File: config.mk
export PLATFORM = sky130hd
export DESIGN_NAME = rx_uart_ctrl
export DESIGN_NICKNAME = d
export VERILOG_FILES = /design/src/rtl/rx_uart_ctrl.sv
export SDC_FILE = /design/constraint.sdc
export NUM_CORES = 1
export LEC_CHECK = 0
export CORE_MARGIN = 1.5
export CORE_UTILIZATION = 57
export CTS_BUF_LIST = sky130_fd_sc_hd__clkbuf_16
export CTS_CLUSTER_SIZE = 40
export DETAILED_ROUTE_END_ITERATION = 8
export GPL_TIMING_DRIVEN = 1
export MAX_ROUTING_LAYER = met4
export PLACE_DENSITY_LB_ADDON = 0.05
export SETUP_SLACK_MARGIN = 0.3
export SYNTH_ARGS = -nofsm -noshare
export SYNTH_HDL_FRONTEND = slang
export SYNTH_SLANG_ARGS = --single-unit
File: constraint.sdc
create_clock -name clk_i -period 4.49 [get_ports clk_i]
set_input_delay 0.6735 -clock clk_i [delete_from_list [all_inputs] [get_ports clk_i]]
set_output_delay 0.6735 -clock clk_i [all_outputs]
set_load 0.1 [all_outputs]
File: src/rtl/rx_uart_ctrl.sv
// rx_uart_ctrl: buffers bytes from the UART RX core in a show-ahead FIFO and posts status to the control register.
// Optional feature: define RX_UART_IRQ_EN to add the registered irq_o output.
module rx_uart_ctrl #(
  parameter int DATA_WIDTH = 8,
  parameter int FIFO_DEPTH = 4
) (
  input  logic                          clk_i,
  input  logic                          rst_i,
  input  logic                          rx_done_i,
  input  logic [DATA_WIDTH-1:0]         rx_data_i,
  input  logic                          rd_pop_i,
  input  logic                          ovf_clr_i,
  output logic [DATA_WIDTH-1:0]         rx_data_o,
  output logic                          rx_empty_o,
  output logic [$clog2(FIFO_DEPTH):0]   rx_count_o,
  output logic [1:0]                    ctrl_status_o,
  output logic                          sel_control,
  output logic                          we_reg_control_o
`ifdef RX_UART_IRQ_EN
  ,
  output logic                          irq_o
`endif
);

  localparam int PTR_W = $clog2(FIFO_DEPTH);
  localparam int CNT_W = PTR_W + 1;
  localparam logic [CNT_W-1:0] FULL_CNT = CNT_W'(FIFO_DEPTH);

  typedef enum logic [1:0] {IDLE, STORE, FLAG} state_t;

  state_t                r_state;
  state_t                w_next_state;
  logic [DATA_WIDTH-1:0] r_mem [FIFO_DEPTH];
  logic [PTR_W-1:0]      r_wr_ptr;
  logic [PTR_W-1:0]      r_rd_ptr;
  logic [CNT_W-1:0]      r_count;
  logic [DATA_WIDTH-1:0] r_hold_data;
  logic                  r_hold_valid;
  logic                  r_overflow;
  logic                  r_pend_upd;
  logic                  w_full;
  logic                  w_wr_en;
  logic                  w_pop;
  logic                  w_ovf_set;

  // Fullness is judged on the pre-pop count, so a STORE racing a pop into a full FIFO still drops.
  assign w_full    = (r_count == FULL_CNT);
  assign w_wr_en   = (r_state == STORE) && !w_full;
  assign w_pop     = rd_pop_i && (r_count != '0);
  assign w_ovf_set = (rx_done_i && r_hold_valid) || ((r_state == STORE) && w_full);

  always_ff @(posedge clk_i) begin
    if (rst_i) r_state <= IDLE;
    else       r_state <= w_next_state;
  end

  always_comb begin
    w_next_state = r_state;
    case (r_state)
      IDLE: begin
        if (r_hold_valid)    w_next_state = STORE;
        else if (r_pend_upd) w_next_state = FLAG;
      end
      STORE:   w_next_state = FLAG;
      FLAG:    w_next_state = IDLE;
      default: w_next_state = IDLE;
    endcase
  end

  always_comb begin
    sel_control      = 1'b0;
    we_reg_control_o = 1'b0;
    if (r_state == FLAG) begin
      sel_control      = 1'b1;
      we_reg_control_o = 1'b1;
    end
  end

  always_ff @(posedge clk_i) begin
    if (rst_i) begin
      r_hold_valid <= 1'b0;
      r_hold_data  <= '0;
    end else if (rx_done_i && !r_hold_valid) begin
      r_hold_valid <= 1'b1;
      r_hold_data  <= rx_data_i;
    end else if (r_state == STORE) begin
      r_hold_valid <= 1'b0;
    end
  end

  always_ff @(posedge clk_i) begin
    if (rst_i) begin
      r_wr_ptr <= '0;
      r_rd_ptr <= '0;
      r_count  <= '0;
    end else begin
      if (w_wr_en) r_wr_ptr <= r_wr_ptr + PTR_W'(1);
      if (w_pop)   r_rd_ptr <= r_rd_ptr + PTR_W'(1);
      case ({w_wr_en, w_pop})
        2'b10:   r_count <= r_count + CNT_W'(1);
        2'b01:   r_count <= r_count - CNT_W'(1);
        default: r_count <= r_count;
      endcase
    end
  end

  always_ff @(posedge clk_i) begin
    if (w_wr_en) r_mem[r_wr_ptr] <= r_hold_data;
  end

  // New events beat both the CPU clear and the FLAG acknowledge, so nothing is ever lost.
  always_ff @(posedge clk_i) begin
    if (rst_i) begin
      r_overflow <= 1'b0;
      r_pend_upd <= 1'b0;
    end else begin
      if (w_ovf_set)      r_overflow <= 1'b1;
      else if (ovf_clr_i) r_overflow <= 1'b0;

      if (w_ovf_set || w_pop || ovf_clr_i) r_pend_upd <= 1'b1;
      else if (r_state == FLAG)            r_pend_upd <= 1'b0;
    end
  end

  assign rx_data_o     = (r_count != '0) ? r_mem[r_rd_ptr] : '0;
  assign rx_empty_o    = (r_count == '0);
  assign rx_count_o    = r_count;
  assign ctrl_status_o = {r_overflow, (r_count != '0)};

`ifdef RX_UART_IRQ_EN
  logic r_irq;

  always_ff @(posedge clk_i) begin
    if (rst_i) r_irq <= 1'b0;
    else       r_irq <= (r_count != '0) | r_overflow;
  end

  assign irq_o = r_irq;
`endif

endmodule

# --- After elaboration in Yosys (flattened, before gate mapping) ---
# Memory sizes are Yosys's and may differ from the RTL's. A register that Yosys moved wholly into a read port is not among the register bits.
# Index checks and enable logic that the tools add are counted.
totals:
  latchBits: 0
  n_memories: 1
  mem_bits_rw: 32
  register_bits: 20
  inputBits: 13
  romBits: 0
  word_cells: 52
  out_inout_bits: 16
op_classes:
  mux: 16
  n_shift: 0
  reduce_logical: 17
  n_mul: 0
  div_mod_pow: 0
  n_lt_le_gt_ge: 0
  n_eq_ne: 6
  n_addsub: 4
  bitwise_logic: 0
mem_list:
  columns: ["name", "words", "width", "read_ports", "rd_clocked_by_memory_dff", "wr", "line", "source"]
  rows:
  - ["r_mem", 4, 8, 1, 1, 1, "33", "logic [DATA_WIDTH-1:0] r_mem [FIFO_DEPTH];"]
ops:
  columns: ["operator", "n"]
  rows:
  - ["2-to-1 mux 1 bit", 9]
  - ["2-to-1 mux 2 bit", 4]
  - ["2-to-1 mux 8 bit", 1]
  - ["nonzero test 2 bit", 4]
  - ["case mux 3 bit (2 select lines)", 1]
  - ["logical AND 1 bit", 5]
  - ["adder 2 x 1 -> 2 bit, second input constant", 2]
  - ["equality test 2 x 1 -> 1 bit, second input constant", 2]
  - ["equality test 2 bit, second input constant", 2]
  - ["case mux 2 bit (2 select lines)", 1]
  - ["adder 3 x 1 -> 3 bit, second input constant", 1]
  - ["equality test 3 bit, second input constant", 1]
  - ["logical NOT 3 bit", 1]
  - ["logical OR 1 bit", 3]
  - ["!= test 3 bit, second input constant", 1]
  - ["nonzero test 3 bit", 1]
  - ["subtractor 3 x 1 -> 3 bit, second input constant", 1]
  - ["logical NOT 1 bit", 2]
  - ["logical NOT 2 bit", 1]

# --- Logic depth before layout (Yosys ltp) ---
depth:
  depth_word: 6
  ltp_mapped: 9
  depth_no_buf: 9

# --- Worst setup path before layout ---
# Ideal clock, no wire load.
synth_path:
  path_kind: "reg-to-output"
  from: "register r_count[0], in the netlist rx_count_o[0]"
  to: "output rx_data_o[1]"
  path_stages_with_launch: 3
  n_path_buf: 0
  arrival_time_ns: 3.289
  slack_ns: 0.528
  required_ns: 3.817
  cell_sequence: "dfxtp_1 -> nor3_2 -> nor2b_1"
synth_between:
  elab_chain_cells: 2
synth_rtl:
  columns: ["element", "line", "source"]
  rows:
  - ["from (decl)", "36", "logic [CNT_W-1:0] r_count;"]
  - ["from (signal assigned)", "100", "2'b10: r_count <= r_count + CNT_W'(1);"]
  - ["from (signal assigned)", "101", "2'b01: r_count <= r_count - CNT_W'(1);"]
  - ["from (signal assigned)", "102", "default: r_count <= r_count;"]
  - ["nonzero test 3 bit", "125", "assign rx_data_o = (r_count != '0) ? r_mem[r_rd_ptr] : '0;"]
  - ["2-to-1 mux 8 bit", "125", null]
  - ["to (decl)", "13", "output logic [DATA_WIDTH-1:0] rx_data_o,"]
# No other way between the ends.

==> reports/qor.yml <==
run_status: "finished clean"
critical_path_class: "register to primary output"
setup.reg_to_reg.worst_slack_ps: 2220
min_path_type: "register to register"
detailed_route_wl_um: 3680
io_pins: 29
die_w_um: 64.8
dieArea_mm2: 0.00420
min-delay-start: "r_overflow"
detail_route.wl_per_cell_um: 15.4
synth_top_area_share_pct: 44.1
number_of_enable_type_register_cells_in_the_synthesized_netlist: 32
critical_path.reg2reg.startpoint: "rx_count_o[2]"
groute.layer.met2.usage_pct: 33.4
final.setup_skew_ps: 4.83
grt_overflow_total: 0
pwr_density_cell_mw_per_mm2: 598
fin_crit_sh_pct: 74.2
detail_route.vias_per_cell: 5.35
grt_pass1_vias: 1306
ys_warn_count: 0
hold_ws_ps: 476
layout-area-overhead-vs-synth_pct: 22.0
synthTopCellsByArea: "sky130_fd_sc_hd__edfxtp_1 (44%), sky130_fd_sc_hd__dfxtp_1 (20%), sky130_fd_sc_hd__mux4_2 (8.3%), sky130_fd_sc_hd__a21oi_1 (3.7%), sky130_fd_sc_hd__ha_1 (2.9%)"
tritoncts: "built"
finalInstanceArea_mm2: 0.00266
ctsHtreeMaxLevel: 2
critical_path.max_fanout: 8
die_h_um: 64.8
core_area_mm2: 0.00366
antenna_found_initial: 0
final_antenna_net_count: 0
critical_path_startpoint_category: "register"
routed-via-count: 1278
dr.first_iter.drc_count: 37
gr-usage-met1_pct: 23.9
yosysTopAreaCell: "sky130_fd_sc_hd__edfxtp_1"
global_route_wire_length_before_repair_um: 6010
globalRoute.busiestLayer: "met2"
p_leak_nw: 0.940
post-route-drc-count: 0
tightestPinTransition_ps: 972
rows: 22
setup_viol: 0
setup_tns_ps: 0
timing.fmax_mhz: 300
slew_headroom_pct: 35.0
grt_start_max_net_pins: 22
reg2regPathDepth: 9
firstDrtPassIters: 4
synth_seq_cells: 54
final_period_minus_worst_setup_slack_ps: 3330
ctsHoldBuffers: 0
clk_pin_slew_worst_paths_ps: 60
synthesis.area_per_instance_um2: 13.4
quantity_of_i_o_buffers_inserted_on_ports: 28
postSynth.asyncResetShare_pct: 0
use_met3_pct: 4.69
grt_setup_unrepaired: "no"
total_power_after_layout_mw: 1.59
max-vdd-ir-drop_v: 0.000352
timing.final.hold_violations: 0
synth-seq-area-share_pct: 64.4
antenna_cells: 0
cts_post_setup_buffers_inserted: 0
hold-path-endpoint: "r_overflow"
mappedNetlistNets: 182
cts.root.buffer_cell: "sky130_fd_sc_hd__clkbuf_16"
drive_gt1_share_pct: 9.42
endpoint_kind: "primary output"
cap_viol_max_count: 0
total_routing_resource_utilization_after_global_routing_pct: 20.3
clock_sinks: 54
drv_slew: 0
initial_core_util_pct: 59.5
clock_insertion_delay_worst_skew_ps: 280
ctsLongestPathBuffers: 2
cts.repair.resized: 0
dpl-instance-area_mm2: 0.00247
synth_cell_type_count: 31
synthesis.area_mm2: 0.00218
post_synthesis_instance_total: 163
cp_data_required_time_ps: 3820
worst_r2r_endpoint: "rx_count_o[2]"
holdPathStages: 2
gpl.final_weighted_congestion: 0.752
detailedPlacementHpwl_um: 2490
top_ff_cell_synth: "sky130_fd_sc_hd__edfxtp_1"
numCtsBuffers: 5
worst-endpoint-arrival_ps: 2660
ys_top_cells_by_count: "sky130_fd_sc_hd__edfxtp_1 (32), sky130_fd_sc_hd__dfxtp_1 (22), sky130_fd_sc_hd__a21oi_1 (16), sky130_fd_sc_hd__nand2_1 (16), sky130_fd_sc_hd__inv_1 (10)"
top_count_cell_post_synth: "sky130_fd_sc_hd__edfxtp_1"
nets: 209
## registers in the layout, summed over array words and instances, names as in the netlist, named ones only
register      cells
r_mem            32
r_hold_data       8
rx_count_o        3
r_rd_ptr          2
r_state           2
r_wr_ptr          2
r_hold_valid      1
r_overflow        1
r_pend_upd        1
## final cells by class
cell class                 count  area, um2
clock inverter                 2       33.8
clock buffer                   6        150
multi-input combinational     91        692
sequential                    54       1400
timing repair buffer          28        280
fill                         260       1010
tap                           48       60.1
inverter                      10       37.5
## logic make-up after synthesis
kind of cell,after synthesis,share of synthesized area (%)
fa+ha+maj,6,3.79
xor+xnor,4,1.61
flops,54,64.4
simple gates,50,12.1
buf+inv,18,3.85
mux,8,8.28
compound gates,23,5.98
## how the worst max path moves through the flow
| stage | to | slack, ps | cells past startpoint | start |
|---|---|---|---|---|
| 2_1_floorplan | rx_data_o[1] | 530 | 2 | rx_count_o[0] |
| 3_3_place_gp | rx_data_o[4] | 1420 | 3 | register |
| 3_5_place_dp | rx_data_o[6] | 1400 | 3 | register |
| 4_1_cts | rx_data_o[6] | 1110 | 3 | register |
| 5_1_grt | rx_data_o[6] | 1000 | 3 | register |
| 6_report | rx_data_o[6] | 1160 | 3 | register |
## per-layer routing
metal	wire (um)	up-vias	share of wire, %
met5	0	-	0
met4	29	0	0.79
met3	111	2	3.0
met2	1950	29	53
met1	1590	618	43
li1	-	629	-
## worst max-delay path: stages (launching register included)
cell and delay [ps]:
sky130_fd_sc_hd__dfxtp_1 670, sky130_fd_sc_hd__mux4_2 580, sky130_fd_sc_hd__nor2b_1 140, sky130_fd_sc_hd__clkdlybuf4s50_1 990
## cells in the final DEF (no fill, tap or decap), drive strengths merged, types with 3 or more instances in the layout
cell type	count
edfxtp	32
clkdlybuf4s50	28
dfxtp	22
a21oi	16
nand2	16
inv	10
nor2	8
mux4	8
nor2b	8
clkbuf	6
ha	5
nand2b	4
and3	4
xor2	4
o21ai	3
## stage by stage
| stage | util, % | std cells | setup WS, ps |
|---|---|---|---|
| floorplan | - | 163 | 528 |
| global placement | 67.5 | 231 | 1420 |
| detailed placement | 67.5 | 231 | 1400 |
| CTS | 72.5 | 239 | 1110 |
| global route | 72.5 | 239 | 998 |
| finish | 72.5 | 239 | 1160 |
## power by group
group	switching, mW	internal, mW
Sequential	0.0428	0.551
Combinational	0.400	0.149
Clock	0.151	0.294
Total	0.593	0.994
(Power assumes the default switching activity.)
==> variant: new RTL, same flow settings <==
`FIFO_DEPTH`: 4 -> 2.
--- a/src/rtl/rx_uart_ctrl.sv
+++ b/src/rtl/rx_uart_ctrl.sv
@@ -2,7 +2,7 @@
 // Optional feature: define RX_UART_IRQ_EN to add the registered irq_o output.
 module rx_uart_ctrl #(
   parameter int DATA_WIDTH = 8,
-  parameter int FIFO_DEPTH = 4
+  parameter int FIFO_DEPTH = 2
 ) (
   input  logic                          clk_i,
   input  logic                          rst_i,
Ports: changed (resized rx_count_o); port bits go from 29 to 28. No check against the original RTL was run, so the function may have changed too.
==> variant against the original RTL <==
- count of clock-buffer cells in the layout shrank 1
- sequential power shrank 39%
- wire length shrank 34%
- critical path type unchanged
- total power shrank 34%
- worst setup slack gained 0.24 ns
- largest power group is now the clock network
- critical endpoint is now rx_empty_o
- highest routed layer unchanged
- sequential cell count shrank 20
- clock skew grew 0.0012 ns
- largest cell class unchanged
- die area shrank 38%
- final area shrank 34%
- synthesized area shrank 40%
- fmax grew 7.9%
==> variant: results (changes against the original RTL) <==
[route]
met1Wirelength_mm = 1.03  ; -36%
wire_per_inst_um = 13.7  ; -11%
drt_iter0_drc = 15  ; -59%
met3RoutedLength_um = 85  ; -23%
routed_wl_mm = 2.42  ; -34%
via_count = 924  ; -28%
wl_met2_mm = 1.25  ; -36%

[sta]
worstMarginPinSlew_ns = 0.988  ; +0.0154 ns
skew_ns = 0.00601  ; +0.00118 ns

[worst_setup_path]
crit_fanout = 10  ; +2
arrival_ns = 2.42  ; -0.24 ns
timing.rr.start = rx_count_o[0]$_SDFFE_PP0P_
max_stage_delay_ns = 1.25  ; +0.26 ns

[yosys]
synth.avg_cell_area_um2 = 10.9  ; -19%
synth_compound_area_frac = 0.0767  ; +0.0169
synth_ff_type = dfxtp_1
synth_nets = 134  ; -26%
yosysUniqueCellTypes = 23  ; -26%
synth_xor_area_frac = 0.0201  ; +0.00404
synth_mux_area_frac = 0.0614  ; -0.0214
synth_edf_count = 16  ; -50%
synth_adder_area_share = 0.00959  ; -0.0283
synthTopCellsByArea = edfxtp_1 (37%), dfxtp_1 (28%), mux2i_1 (6.1%)
synthTopCellsByCount = dfxtp_1 (18), edfxtp_1 (16), nand2_1 (16)
ys_seq_area_frac = 0.644  ; about the same

[finish]
nonClkBufAreaFrac = 0.155  ; +0.0496
seq_area_frac = 0.483  ; -0.0450
fillCellCount = 138  ; -47%
multi_input_area_um2 = 407  ; -41%
num-multi-input-gates = 73  ; -20%
layout.nets = 161  ; -23%
drive_gt1_frac = 0.0541  ; -0.0402
buffers = 27  ; -3.6%
seq_cell_count = 34  ; -37%
fin_area_um2 = 1740  ; -34%
inv_count = 6  ; -4
clk_share = 0.0955  ; +0.0263
nClkBuffers = 5  ; -1

[run_status]
status = completed

[global_route]
grt_first_pass_wirelength_mm = 3.94  ; -34%
grt_pass1_vias = 891  ; -32%
grtUsageMet1 = 0.243  ; +0.00424
track_usage = 0.220  ; +0.0169
use_met2 = 0.373  ; +0.0390
grt_max_degree = 19  ; -14%
grt_most_used_layer = met2
use_met3 = 0.0526  ; +0.00576

[worst_hold_path]
hold_class = reg2reg
min_from = r_hold_data[4]$_SDFFE_PP0P_

[floorplanning]
fp.dieW_um = 50.9  ; -22%

[power_and_ir_drop]
power.static_leakage_nw = 0.637  ; -32%
peakVddDrop_mv = 0.399  ; +14%

[clock_network]
root_buffer = clkbuf_16
worst_skew_pair.late_latency_ns = 0.27

[place]
portBuffers = 27  ; -3.6%
pre_cts_ws_ns = 1.70  ; +0.294 ns
dp_cells = 168  ; -27%
dp_hpwl_mm = 1.61  ; -35%
placed_area_um2 = 1580  ; -36%
place.gp.congestion = 0.721  ; -4.0%

-- variant: changes by cell type in the layout (fill, tap and decap cells not counted), sizes merged, moves of 5 or more --
cell    delta
nor2b      -5
nor2       +6
edfxtp    -16
mux2i      +8
mux4       -8
-- variant: path summary, 6_finish.rpt --
| kind | endpoint | depth (start not counted) | slack [ns] |
|---|---|---|---|
| worst max-delay path | rx_empty_o | 2 | 1.40 |
| worst min-delay path | r_mem[0][4]$_DFFE_PP_ | 0 | 0.45 |
| worst max register to register | rx_count_o[1]$_SDFFE_PP0P_ | 5 | 2.64 |
| worst min register to register | r_mem[0][4]$_DFFE_PP_ | 0 | 0.45 |
-- variant: cells by family after synthesis --
group           count (synthesis)
simple gates                   42
fa+ha+maj                       1
xor+xnor                        3
compound gates                 19
buf+inv                        13
mux                             8
flops                          34
-- variant: report_power, final --
part           switching (mW)  internal (mW)
sequential             0.0204          0.345
clock                   0.118          0.259
combinational           0.229         0.0763
total                   0.367          0.681
